--- src/rtl/jk_ff_bank_pkg.sv ---
// Shared definitions for the jk_ff_bank flip-flop bank: bank function
// encodings and the legal channel-count range.
package jk_ff_bank_pkg;

    typedef enum logic [1:0] {
        MODE_JK  = 2'b00,
        MODE_D   = 2'b01,
        MODE_T   = 2'b10,
        MODE_CNT = 2'b11
    } mode_e;

    localparam int unsigned WIDTH_MIN = 1;
    localparam int unsigned WIDTH_MAX = 32;

    function automatic bit width_ok(input int unsigned w);
        return (w >= WIDTH_MIN) && (w <= WIDTH_MAX);
    endfunction

endpackage

--- src/rtl/jk_cell.sv ---
// One channel of the bank: reset, set/clear (with conflict), then the
// JK/D/T function or an externally forced counter bit.
module jk_cell
    import jk_ff_bank_pkg::*;
(
    input  logic  Clk,
    input  logic  Rst,
    input  logic  S_n,
    input  logic  R_n,
    input  logic  J,
    input  logic  K,
    input  mode_e Mode,
    input  logic  ForceEn,
    input  logic  ForceVal,
    output logic  Q,
    output logic  Qn,
    output logic  Conflict
);

    logic q_q, q_d;
    logic qn_q, qn_d;
    logic conflict_q, conflict_d;

    always_comb begin
        q_d        = q_q;
        qn_d       = qn_q;
        conflict_d = 1'b0;
        if (Rst) begin
            q_d  = 1'b0;
            qn_d = 1'b1;
        end else if (!S_n && !R_n) begin
            // Both outputs high while set and clear fight, as on the dual part.
            q_d        = 1'b1;
            qn_d       = 1'b1;
            conflict_d = 1'b1;
        end else begin
            if (!S_n) begin
                q_d = 1'b1;
            end else if (!R_n) begin
                q_d = 1'b0;
            end else if (ForceEn) begin
                q_d = ForceVal;
            end else begin
                unique case (Mode)
                    MODE_JK: begin
                        unique case ({J, K})
                            2'b00:   q_d = q_q;
                            2'b01:   q_d = 1'b0;
                            2'b10:   q_d = 1'b1;
                            default: q_d = ~q_q;
                        endcase
                    end
                    MODE_D:  q_d = J;
                    MODE_T:  q_d = q_q ^ J;
                    default: q_d = q_q;
                endcase
            end
            qn_d = ~q_d;
        end
    end

    always_ff @(posedge Clk) begin
        q_q        <= q_d;
        qn_q       <= qn_d;
        conflict_q <= conflict_d;
    end

    assign Q        = q_q;
    assign Qn       = qn_q;
    assign Conflict = conflict_q;

endmodule

--- src/rtl/jk_ff_bank.sv ---
// WIDTH-channel JK/D/T flip-flop bank with a whole-bank up/down counter mode
// and combinational terminal count.
module jk_ff_bank
    import jk_ff_bank_pkg::*;
#(
    parameter int unsigned WIDTH = 4
) (
    input  logic             Clk,
    input  logic             Rst,
    input  logic [1:0]       Mode,
    input  logic [WIDTH-1:0] S_n,
    input  logic [WIDTH-1:0] R_n,
    input  logic [WIDTH-1:0] J,
    input  logic [WIDTH-1:0] K,
    input  logic             CntEn,
    input  logic             CntUp,
    output logic [WIDTH-1:0] Q,
    output logic [WIDTH-1:0] Qn,
    output logic             Tc,
    output logic [WIDTH-1:0] Conflict
);

    if (!width_ok(WIDTH)) begin : g_width_check
        $error("jk_ff_bank: WIDTH out of range");
    end

    mode_e            mode;
    logic [WIDTH-1:0] q;
    logic [WIDTH-1:0] count_val;
    logic             force_en;

    assign mode = mode_e'(Mode);

    // Counter wraps modulo 2^WIDTH; set/clear still win per bit inside the cells.
    always_comb begin
        count_val = CntUp ? (q + 1'b1) : (q - 1'b1);
        force_en  = (mode == MODE_CNT) && CntEn;
        Tc        = force_en && (CntUp ? (q == '1) : (q == '0));
    end

    for (genvar i = 0; i < WIDTH; i++) begin : g_cell
        jk_cell u_cell (
            .Clk      (Clk),
            .Rst      (Rst),
            .S_n      (S_n[i]),
            .R_n      (R_n[i]),
            .J        (J[i]),
            .K        (K[i]),
            .Mode     (mode),
            .ForceEn  (force_en),
            .ForceVal (count_val[i]),
            .Q        (q[i]),
            .Qn       (Qn[i]),
            .Conflict (Conflict[i])
        );
    end

    assign Q = q;

endmodule
--- config.mk ---
export PLATFORM = sky130hd
export DESIGN_NAME = jk_ff_bank
export DESIGN_NICKNAME = d
export VERILOG_FILES = /design/src/rtl/jk_ff_bank_pkg.sv /design/src/rtl/jk_cell.sv /design/src/rtl/jk_ff_bank.sv
export SDC_FILE = /design/constraint.sdc
export NUM_CORES = 1
export LEC_CHECK = 0
export ABC_CLOCK_PERIOD_IN_PS = 1700
export CORE_MARGIN = 10
export CORE_UTILIZATION = 37
export DETAILED_ROUTE_END_ITERATION = 8
export HOLD_SLACK_MARGIN = 0.06
export PLACE_DENSITY = 0.77
export SYNTH_ARGS = -nofsm -noshare
export SYNTH_HDL_FRONTEND = slang
export SYNTH_SLANG_ARGS = --single-unit
--- constraint.sdc ---
create_clock -name Clk -period 1.7 [get_ports Clk]
set_clock_uncertainty 0.2 [all_clocks]
set_input_delay 0.255 -clock Clk [delete_from_list [all_inputs] [get_ports Clk]]
set_output_delay 0.255 -clock Clk [all_outputs]
set_load 0.01 [all_outputs]
# == Word-level counts from Yosys, hierarchy flattened ==
# Cells that the tools add are included.
# classes
n_div,0
n_eq_ne,12
bitwise_logic,12
n_reduce_logical,24
magnitude_cmp,0
mux,38
n_mul,0
add_sub_neg,2
shift,0
# ops
op,count
1-bit 2-to-1 mux,29
1-bit one-hot mux with 3 select lines,8
"2-bit == test, second input constant",6
"2-bit by 1-bit == test with 1-bit output, second input constant",5
2-bit logical NOT,5
1-bit logical NOT,8
1-bit inverter,8
2-bit OR reduction,4
1-bit logical AND,6
"4-bit by 1-bit adder with 4-bit output, second input constant",1
"4-bit == test, second input constant",1
4-bit logical NOT,1
4-bit 2-to-1 mux,1
"4-bit by 1-bit subtractor with 4-bit output, second input constant",1
1-bit bitwise XOR,4
# word_totals
latchBits,0
memories,0
ram_bits,0
out_inout_bits,13
input_bits,22
ff_bits,12
mem_bits_ro,0
word_cells,100

# == Depth between registers and ports, before layout ==
# Gate-level depths: netlist of the first run.
# logic_depth
ltp_word,9
depth_mapped,7
ltp_nobuf,6

# == Cells and area by module ==
# From an unflattened synthesis of the first run, not the netlist that was laid out.
# hier_totals
hier_cells,71
hier_area_um2,704.4
# by_module_without_submodules
module,cells_per_inst,seq_area_each_um2,n_inst,area_per_inst_um2
jk_cell,14,60.1,4,143.9
jk_ff_bank,15,0.0,1,128.9

# == Least setup slack after synthesis of the first run ==
# OpenSTA, ideal clock, no wires.
# synth_path
kind,register to register
from,reg g_cell[0].u_cell.q_q
to,reg g_cell[2].u_cell.q_q
setup_slack_ns,-0.125
arrival_time_ns,1.502
path_buffers,1
setup_ns,0.123
path_stages_with_launch,8
period_less_slack_ns,1.825
t_required_ns,1.377
path_cell_list,dfxtp_1 buf_4 inv_1 fa_1 xnor2_1 o2111ai_1 a211oi_1 or2_2
# synth_via
elab_chain_cells,8
elab_cells_between_ends,9
cone_classes,2 x add/sub; 7 x mux
# synth_lines
item,line,text
"start, declared",jk_cell.sv:20,"logic q_q, q_d;"
"start signal, assigned",jk_cell.sv:63,q_q <= q_d;
4-bit by 1-bit subtractor with 4-bit output / 4-bit by 1-bit adder with 4-bit output (equally long branches),jk_ff_bank.sv:36,count_val = CntUp ? (q + 1'b1) : (q - 1'b1);
4-bit 2-to-1 mux *,jk_ff_bank.sv:36,
1-bit 2-to-1 mux *,jk_cell.sv:41,end else if (ForceEn) begin
1-bit 2-to-1 mux *,jk_cell.sv:39,end else if (!R_n) begin
1-bit 2-to-1 mux *,jk_cell.sv:37,if (!S_n) begin
1-bit 2-to-1 mux *,jk_cell.sv:31,end else if (!S_n && !R_n) begin
1-bit 2-to-1 mux *,jk_cell.sv:28,if (Rst) begin
1-bit 2-to-1 mux *,jk_cell.sv:31,
"end signal, assigned",jk_cell.sv:63,
"end, declared",jk_cell.sv:20,
# Mark *: on every way between the ends. The rest lies on a longest branch, timed or not. The select of a mux whose other input is x is not followed.
# A chain may end at the register's enable or synchronous reset.

# == Worst setup path after layout of the first run ==
# layout_path
from,reg g_cell[1].u_cell.q_q
to,reg g_cell[2].u_cell.q_q
# layout_via
elab_chain_cells,8
elab_cells_between_ends,9
cone_classes,2 x add/sub; 7 x mux
# layout_lines
item,line
"start, declared",jk_cell.sv:20
"start signal, assigned",jk_cell.sv:63
4-bit by 1-bit subtractor with 4-bit output / 4-bit by 1-bit adder with 4-bit output (equally long branches),jk_ff_bank.sv:36
4-bit 2-to-1 mux *,jk_ff_bank.sv:36
1-bit 2-to-1 mux *,jk_cell.sv:41
1-bit 2-to-1 mux *,jk_cell.sv:39
1-bit 2-to-1 mux *,jk_cell.sv:37
1-bit 2-to-1 mux *,jk_cell.sv:31
1-bit 2-to-1 mux *,jk_cell.sv:28
1-bit 2-to-1 mux *,jk_cell.sv:31
# Marked as above.

==> results of run 1 <==
[power by group through the flow]
stage | Sequential, W | Clock [W] | Combinational (W)
global placement | 0.000319 | 0 | 0.000253
floorplan | 0.000320 | 0 | 0.000142
global route | 0.000317 | 0.000200 | 0.000320
CTS | 0.000315 | 0.000178 | 0.000276
detailed placement | 0.000319 | 0 | 0.000260
finish | 0.000315 | 0.000181 | 0.000295
[cells by family (layout without fill, tap and decap cells)]
group,after synthesis,after routing,synth area share [%]
mux,2,2,2.42
compound gates,20,20,16.8
flops,12,12,29.0
simple gates,36,36,24.6
buf+inv,23,64,18.6
xor+xnor,3,3,3.17
fa+ha+maj,3,3,5.44
[cell usage in the layout, fill, tap and decap left out, types with 2 or more instances in the layout]
cell             instances
ha_1                     2
nand2_1                  5
a21oi_2                  2
xor2_1                   2
a21oi_1                  4
dlygate4sd2_1            5
mux2i_1                  2
buf_4                   19
o22ai_1                  2
clkbuf_2                 2
or2_4                    2
clkbuf_4                 3
dfxtp_4                  2
dfxtp_1                  9
inv_1                    4
a211oi_2                 2
buf_6                    2
nor3_1                   7
nand2b_1                 2
nand3_1                  5
nor2_1                   4
clkdlybuf4s50_1         26
[layout make-up]
class	instances	share of cell area, %
well taps	28	2.65
repair buffers	55	37.1
flip-flops and latches	12	18.8
multi-input cells	64	37.8
inverters	6	1.89
clock buffers	3	1.70
[how the worst max path moves through the flow]
stage	from	to	slack, ns
3_5_place_dp	CntUp	g_cell[2].u_cell.Q	-0.59
3_3_place_gp	CntUp	g_cell[2].u_cell.Q	-0.52
5_1_grt	g_cell[1].u_cell.Q	Tc	-0.08
4_1_cts	g_cell[1].u_cell.Q	g_cell[2].u_cell.Q	-0.06
2_1_floorplan	g_cell[0].u_cell.Q	g_cell[2].u_cell.Q	-0.04
6_report	g_cell[1].u_cell.Q	g_cell[2].u_cell.Q	0.003
[routing by layer]
layer / part of all wire, % / wire length (um) / global-route usage (%)
met5: 0 / 0 / 0
met3: 9.2 / 235 / 2.15
met1: 37 / 950 / 12.7
met2: 51 / 1310 / 19.2
met4: 2.4 / 61 / 6.92
[per-stage QoR]
stage	power, W	utilization [%]
final	0.000791	61.0
after global placement	0.000572	55.2
after detailed placement	0.000579	55.2
after floorplan	0.000461	-
after global routing	0.000837	61.0
after CTS	0.000769	58.9
[state kept, by name, summed over array words and instances, names as in the netlist]
register	count
g_cell.u_cell.Q	4
g_cell.u_cell.Qn	4
g_cell.u_cell.Conflict	4
[critical path: stages (launching register included)]
cell	delay [ns]
dfxtp_4	0.39
inv_4	0.04
fa_2	0.35
xnor2_2	0.15
o2111ai_2	0.18
a211oi_2	0.06
or2_4	0.23
[what timing repair did]
item,in CTS,in global routing
pin swaps,5,7
gates resized for setup,21,11
setup buffers,2,3
hold buffers,0,0
endpoints found under the setup margin,12,9
==> impl_metrics.toml, run 1 <==
[cells_and_area]
seqCellArea_um2 = 249
layout.nets = 167
multiInputGateArea_um2 = 500
nFillCells = 185
antenna_cells = 0
final_cells = 168
finalInstanceArea_mm2 = 0.00132
drive_gt1_share_pct = 31.4
area_growth_pct = 59.8

[min_path]
whs_path_depth = 2
min_path_type = "input pin to flop"
hp-start = "R_n[1]"
whs_endpoint = "g_cell[1].u_cell.Qn"

[power_and_ir_drop]
sw_frac_of_total_pct = 30.1
power_density_mw_per_mm2 = 597
internal_power_w = 0.000553
power.switching_w = 0.000238
ir_drop_uv = 295
leakage_nw = 0.562
seqPwrFrac_pct = 39.8
p_comb_share_pct = 37.3
clockPowerShare_pct = 22.9

[grt]
grt_antenna_before_repair = 0
overflow = 0
track_usage_pct = 11.3
grt_pass1_wl_mm = 3.99
grt_max_degree = 12
grt_pass1_vias = 857

[clock_tree]
cts_sinks = 12
cts_buffers = 3
clk_pin_slew_ns = 0.07
clock-root-buffer = "clkbuf_4"
cts_tree = "done"
ctsHtreeMaxLevel = 1
clk_latency_ns = 0.28
ctsLongestPathBuffers = 2

[sta]
finalCriticalPeriod_ns = 1.70
hold_slack_ns = 0.306
fin_crit_sh_pct = 99.8
slew_headroom_pct = 80.1
slew_violations = 0
fin_ws_ns = 0.00327
fmax_mhz = 589
tightest_slew_ns = 0.295
tns_ns = 0
rsz0062_at_grt = "yes"
setup_violations = 0
hold_viol = 0

[logic_synthesis]
yosys-top-cells-area = "dfxtp_1 (29%), buf_4 (12%), nor3_1 (4.2%)"
synth_cell_types = 39
synth-edff-count = 0
synth_fp_nets = 124
synth_seq_cells = 12
syn_area_per_cell_um2 = 8.37
synthFlopType = "dfxtp_1"
ys_async_sr_fraction_pct = 0
yosys.area.top_type_share_pct = 29.0
yosysWarnings = 0
synth_area_leader_cell = "dfxtp_1"
yosysMostFrequentCell = "buf_4"
synth_seq_area_share_pct = 29.0
synth.top_cells.by_count = "buf_4 (13), dfxtp_1 (12), nor3_1 (7), a21oi_1 (6), inv_1 (6)"
syn_area_um2 = 828
synthCells = 99

[place]
port_buffers = 34
hpwl_mm = 1.91
place_area_mm2 = 0.00120
pre_cts_ws_ns = -0.592
place.gp.congestion = 0.856
dp.cells = 160

[critical_path]
r2r_setup_slack_ns = 0.003
end_kind = "flop"
reg2reg_depth = 6
crit_path_start_kind = "flop"
worstPathArrival_ns = 1.67
path_max_fanout = 5
path_class = "flop to flop"
r2r-end = "g_cell[2].u_cell.Q"
cp_data_required_time_ns = 1.68
rr_startpoint = "g_cell[1].u_cell.Q"

[route]
routed_wl_mm = 2.56
drt-initial-drc-count = 34
drt-pass1-iter-count = 4
drtAntennaViolNets = 0
viasPerCell = 5.14
drcViolationCount = 0
wl_per_cell_um = 15.2
vias = 864

[floorplanning]
dieArea_mm2 = 0.00453
rows = 17
coreArea_mm2 = 0.00217
start_util_pct = 38.2
die_w_um = 67.3
io_pins = 35
die_h_um = 67.3

[run]
cap_violations = 0

[status]
status = "finished clean"
(Power assumes the default switching activity.)
==> run 2: changes to the inputs <==
--- a/config.mk
+++ b/config.mk
@@ -8,6 +8,5 @@
 export ABC_CLOCK_PERIOD_IN_PS = 1700
-export CORE_MARGIN = 10
+export CORE_MARGIN = 3
 export CORE_UTILIZATION = 37
 export DETAILED_ROUTE_END_ITERATION = 8
-export HOLD_SLACK_MARGIN = 0.06
 export PLACE_DENSITY = 0.77
==> constraint.sdc (replaced) <==
create_clock -name Clk -period 1.7 [get_ports Clk]
set_clock_uncertainty 0.2 [all_clocks]
set_input_delay 0.34 -clock Clk [delete_from_list [all_inputs] [get_ports Clk]]
set_output_delay 0.34 -clock Clk [all_outputs]
set_load 0.01 [all_outputs]
==> impl_metrics.toml, run 2 (same netlist as run 1, synthesis figures left out) <==
[cells_and_area]
area_growth_pct = 65.9
layout.nets = 167
nFillCells = 177
layout_common_cells = "clkdlybuf4s50_1 (22), buf_4 (17), dfxtp_1 (9), nor3_1 (6), dlygate4sd2_1 (6)"
final_common_cell = "clkdlybuf4s50_1"
multiInputGateArea_um2 = 537
seqCellArea_um2 = 249
antenna_cells = 0
final_cells = 167
drive_gt1_share_pct = 35.7
post-route-util_pct = 67.3

[floorplanning]
io_pins = 35
dieArea_mm2 = 0.00284
coreArea_mm2 = 0.00204
start_util_pct = 40.6
rows = 16
die_h_um = 53.3
die_w_um = 53.3

[place]
dp.cells = 160
place.gp.congestion = 0.866
hpwl_mm = 1.62
pre_cts_ws_ns = -0.645
port_buffers = 34

[critical_path]
critPathMaxStageDelay_ns = 0.38
slowest_stage = "fa_2"
end_kind = "flop"
path_cells = "buf_6, inv_4, fa_2, xnor2_2, o2111ai_2, a211oi_2, or2_4"
path_class = "flop to flop"
worstPathArrival_ns = 1.74
path_max_fanout = 4
cp_data_required_time_ns = 1.65
crit_path_start_kind = "flop"

[route]
vias = 867
drt-pass1-iter-count = 4
drtAntennaViolNets = 0
viasPerCell = 5.19
drt-initial-drc-count = 15
routed_wl_mm = 2.37
drcViolationCount = 0
wl_per_cell_um = 14.2

[sta]
tightest_slew_ns = 0.541
hold_viol = 0
fin_ws_ns = -0.0924
rsz0062_at_grt = "yes"
fin_crit_sh_pct = 105
finalCriticalPeriod_ns = 1.79
fmax_mhz = 558
hold_slack_ns = 0.431
slew_headroom_pct = 63.4
slew_violations = 0
setup_violations = 5

[power_and_ir_drop]
power_density_mw_per_mm2 = 579
ir_drop_uv = 362
leakage_nw = 0.588
power_w = 0.000795

[grt]
grt_pass1_wl_mm = 3.62
grt_pass1_vias = 832
grt_max_degree = 11
overflow = 0
track_usage_pct = 17.7
grt_antenna_before_repair = 0

[min_path]
min_path_type = "input pin to flop"

[clock_tree]
cts_sinks = 12
clk_pin_slew_ns = 0.06
clock-root-buffer = "clkbuf_4"
clk_latency_ns = 0.26
ctsLongestPathBuffers = 2
ctsHtreeMaxLevel = 1
cts_buffers = 3
cts_tree = "done"
holdBufCountCts = 0

[status]
failed_checks = "negative setup slack"
status = "complete, but fails checks"

[run]
cap_violations = 0
==> run 2: cell count changes in the layout (fill, tap and decap cells not counted), moves of 2 or more <==
cell / previous run / this run
clkdlybuf4s50_1: 26 / 22
dlymetal6s2s_1: 1 / 3
buf_6: 2 / 4
a21oi_2: 2 / 4
a21oi_1: 4 / 2
buf_4: 19 / 17
==> run 2: per-stage QoR <==
stage | setup TNS (ns) | cell area (um^2)
after CTS | -0.361 | 1320
after global routing | -0.492 | 1370
after global placement | -4.51 | 1200
after detailed placement | -4.81 | 1200
final | -0.211 | 1370
after floorplan | -0.0448 | 838
==> run 2: path summary, 6_finish.rpt <==
| check | startpoint | endpoint | slack (ns) | cells past startpoint |
|---|---|---|---|---|
| max | g_cell[0].u_cell.Q | g_cell[2].u_cell.Q | -0.09 | 7 |
| min | K[0] | g_cell[0].u_cell.Q | 0.43 | 5 |
| max reg2reg | g_cell[0].u_cell.Q | g_cell[2].u_cell.Q | -0.09 | 7 |
| min reg2reg | g_cell[3].u_cell.Q | g_cell[3].u_cell.Q | 0.59 | 4 |
==> run 2: what timing repair did <==
item	CTS	global route
resized for setup	31	16
buffers inserted	4	1
hold endpoints to repair	0	0
pin swaps	9	6
endpoints found under the setup margin	13	11
==> run 2: power breakdown <==
part / leakage, nW / switching, W / internal [W]
registers: 0.101 / 0.0000155 / 0.000301
logic: 0.474 / 0.000135 / 0.000181
clock network: 0.0138 / 0.0000811 / 0.0000817
==> run 2: cell type report <==
type	count	area share, %
sequential	12	18.1
clock buffer	3	1.64
multi-input combinational	64	39.1
timing repair buffer	55	36.7
inverter	6	2.00
tap	27	2.46
==> run 2: routing by layer <==
metal / wire (um) / GRT usage, % / vias up
met5: 0 / 0 / -
met4: 41 / 8.94 / 0
met3: 148 / 2.54 / 4
met2: 1170 / 28.4 / 31
met1: 1010 / 22.6 / 405
li1: - / - / 427
==> run 2: critical path, delay by kind of cell, from the launching register on <==
family / cells / cell delay, ns
compound gates: 2 / 0.23
xor+xnor: 1 / 0.14
fa+ha+maj: 1 / 0.38
buf+inv: 2 / 0.13
flops: 1 / 0.37
simple gates: 1 / 0.23
==> run 3: changes to the inputs <==
Settings changed: HOLD_SLACK_MARGIN set to 0.02, SKIP_CTS_REPAIR_TIMING set to 1.
==> impl_metrics.toml, run 3 (same netlist as run 1, synthesis figures left out) <==
[route]
viasPerCell = 5.05
drtAntennaViolNets = 0
routed_wl_mm = 2.30
drt-initial-drc-count = 13
vias = 843
drcViolationCount = 0
drt-pass1-iter-count = 4
wl_per_cell_um = 13.8

[power_and_ir_drop]
power_w = 0.000794
leakage_nw = 0.629
power_density_mw_per_mm2 = 578
ir_drop_uv = 358

[sta]
fin_crit_sh_pct = 106
finalCriticalPeriod_ns = 1.79
setup_violations = 4
rsz0062_at_grt = "yes"
fmax_mhz = 557
slew_headroom_pct = 77.6
fin_ws_ns = -0.0944
hold_viol = 0
tightest_slew_ns = 0.331
slew_violations = 0

[place]
port_buffers = 34
hpwl_mm = 1.62
place.gp.congestion = 0.866
pre_cts_ws_ns = -0.645
place_area_mm2 = 0.00120
dp.cells = 160

[grt]
grt_pass1_vias = 744
grtUsageMet1_pct = 20.9
busiest_layer = "met2"
met2_usage_pct = 22.9
overflow = 0
grt_pass1_wl_mm = 3.18
grt_use_met3_pct = 2.25
grt_antenna_before_repair = 0
track_usage_pct = 15.3
grt_max_degree = 12

[floorplanning]
io_pins = 35
die_h_um = 53.3
rows = 16
coreArea_mm2 = 0.00204
start_util_pct = 40.6
die_w_um = 53.3
dieArea_mm2 = 0.00284

[clock_tree]
cts_sinks = 12
ctsHtreeMaxLevel = 1
clock-root-buffer = "clkbuf_4"
clk_latency_ns = 0.27
clk_pin_slew_ns = 0.07
cts_tree = "done"
ctsLongestPathBuffers = 2
cts_buffers = 3

[status]
status = "complete, but fails checks"
failed_checks = "negative setup slack"

[cells_and_area]
final_cells = 167
layout.nets = 167
drive_gt1_share_pct = 33.6
antenna_cells = 0
finalInstanceArea_mm2 = 0.00137
nFillCells = 167
layout_common_cells = "clkdlybuf4s50_1 (24), buf_4 (18), dfxtp_1 (9), dlymetal6s2s_1 (8), nor3_1 (7)"
area_growth_pct = 65.9
post-route-util_pct = 67.3
final_common_cell = "clkdlybuf4s50_1"

[critical_path]
worstPathArrival_ns = 1.80
r2r-end = "g_cell[2].u_cell.Q"
cp_data_required_time_ns = 1.71
crit_path_start_kind = "flop"
path_class = "flop to flop"
path_max_fanout = 5
r2r_setup_slack_ns = -0.09
rr_startpoint = "g_cell[1].u_cell.Q"
reg2reg_depth = 6
end_kind = "flop"

[min_path]
min_path_type = "input pin to flop"
hp-start = "R_n[1]"
whs_endpoint = "g_cell[1].u_cell.Qn"
whs_path_depth = 2

[run]
cap_violations = 0
[run 3: cell types whose count changed in the layout (fill, tap and decap cells not counted), sizes merged]
cell | before | now
buf | 22 | 21
clkdlybuf4s15 | 1 | 0
clkbuf | 4 | 5
dlygate4sd2 | 6 | 0
dlymetal6s2s | 3 | 8
clkdlybuf4s50 | 22 | 24
[run 3: stage by stage]
step           setup TNS (ns)  hold WS (ns)
2_1_floorplan         -0.0448         0.202
3_5_place_dp            -4.81         0.565
4_1_cts                 -3.28         0.415
6_report               -0.253         0.414
5_1_grt                -0.504         0.419
3_3_place_gp            -4.51         0.566
[run 3: area by class of cell]
type	instances	area [um^2]	share of cell area [%]
sequential	12	249	18.1
timing repair buffer	55	519	37.8
clock buffer	3	22.5	1.64
multi-input combinational	64	524	38.2
tap	27	33.8	2.46
inverter	6	25.0	1.82
[run 3: per-layer routing]
| layer | routed length [um] | up-vias |
|---|---|---|
| met2 | 1140 | 24 |
| met5 | 0 | - |
| met4 | 38 | 0 |
| li1 | - | 426 |
| met3 | 127 | 4 |
| met1 | 994 | 389 |
[run 3: worst max-delay path by stage]
stage                                   from                 end  slack (ns)  cells past startpoint
after global placement                 CntUp  g_cell[2].u_cell.Q       -0.60                      7
after global routing      g_cell[1].u_cell.Q  g_cell[2].u_cell.Q       -0.14                      6
after floorplan           g_cell[0].u_cell.Q  g_cell[2].u_cell.Q       -0.04                      7
after CTS                              CntUp                  Tc       -0.56                      5
final                     g_cell[1].u_cell.Q  g_cell[2].u_cell.Q       -0.09                      6
after detailed placement               CntUp  g_cell[2].u_cell.Q       -0.65                      7
[run 3: worst max-delay path, stage by stage (launching register included)]
cell,delay (ns)
dfxtp_4,0.39
inv_4,0.04
fa_2,0.38
xnor2_2,0.16
o2111ai_2,0.15
a211oi_2,0.26
or2_4,0.15
[run 3: power breakdown]
group / internal (W) / switching, W / total (W)
clock network: 0.0000819 / 0.0000851 / 0.000167
registers: 0.000301 / 0.0000142 / 0.000315
logic: 0.000182 / 0.000130 / 0.000312
total: 0.000564 / 0.000229 / 0.000794
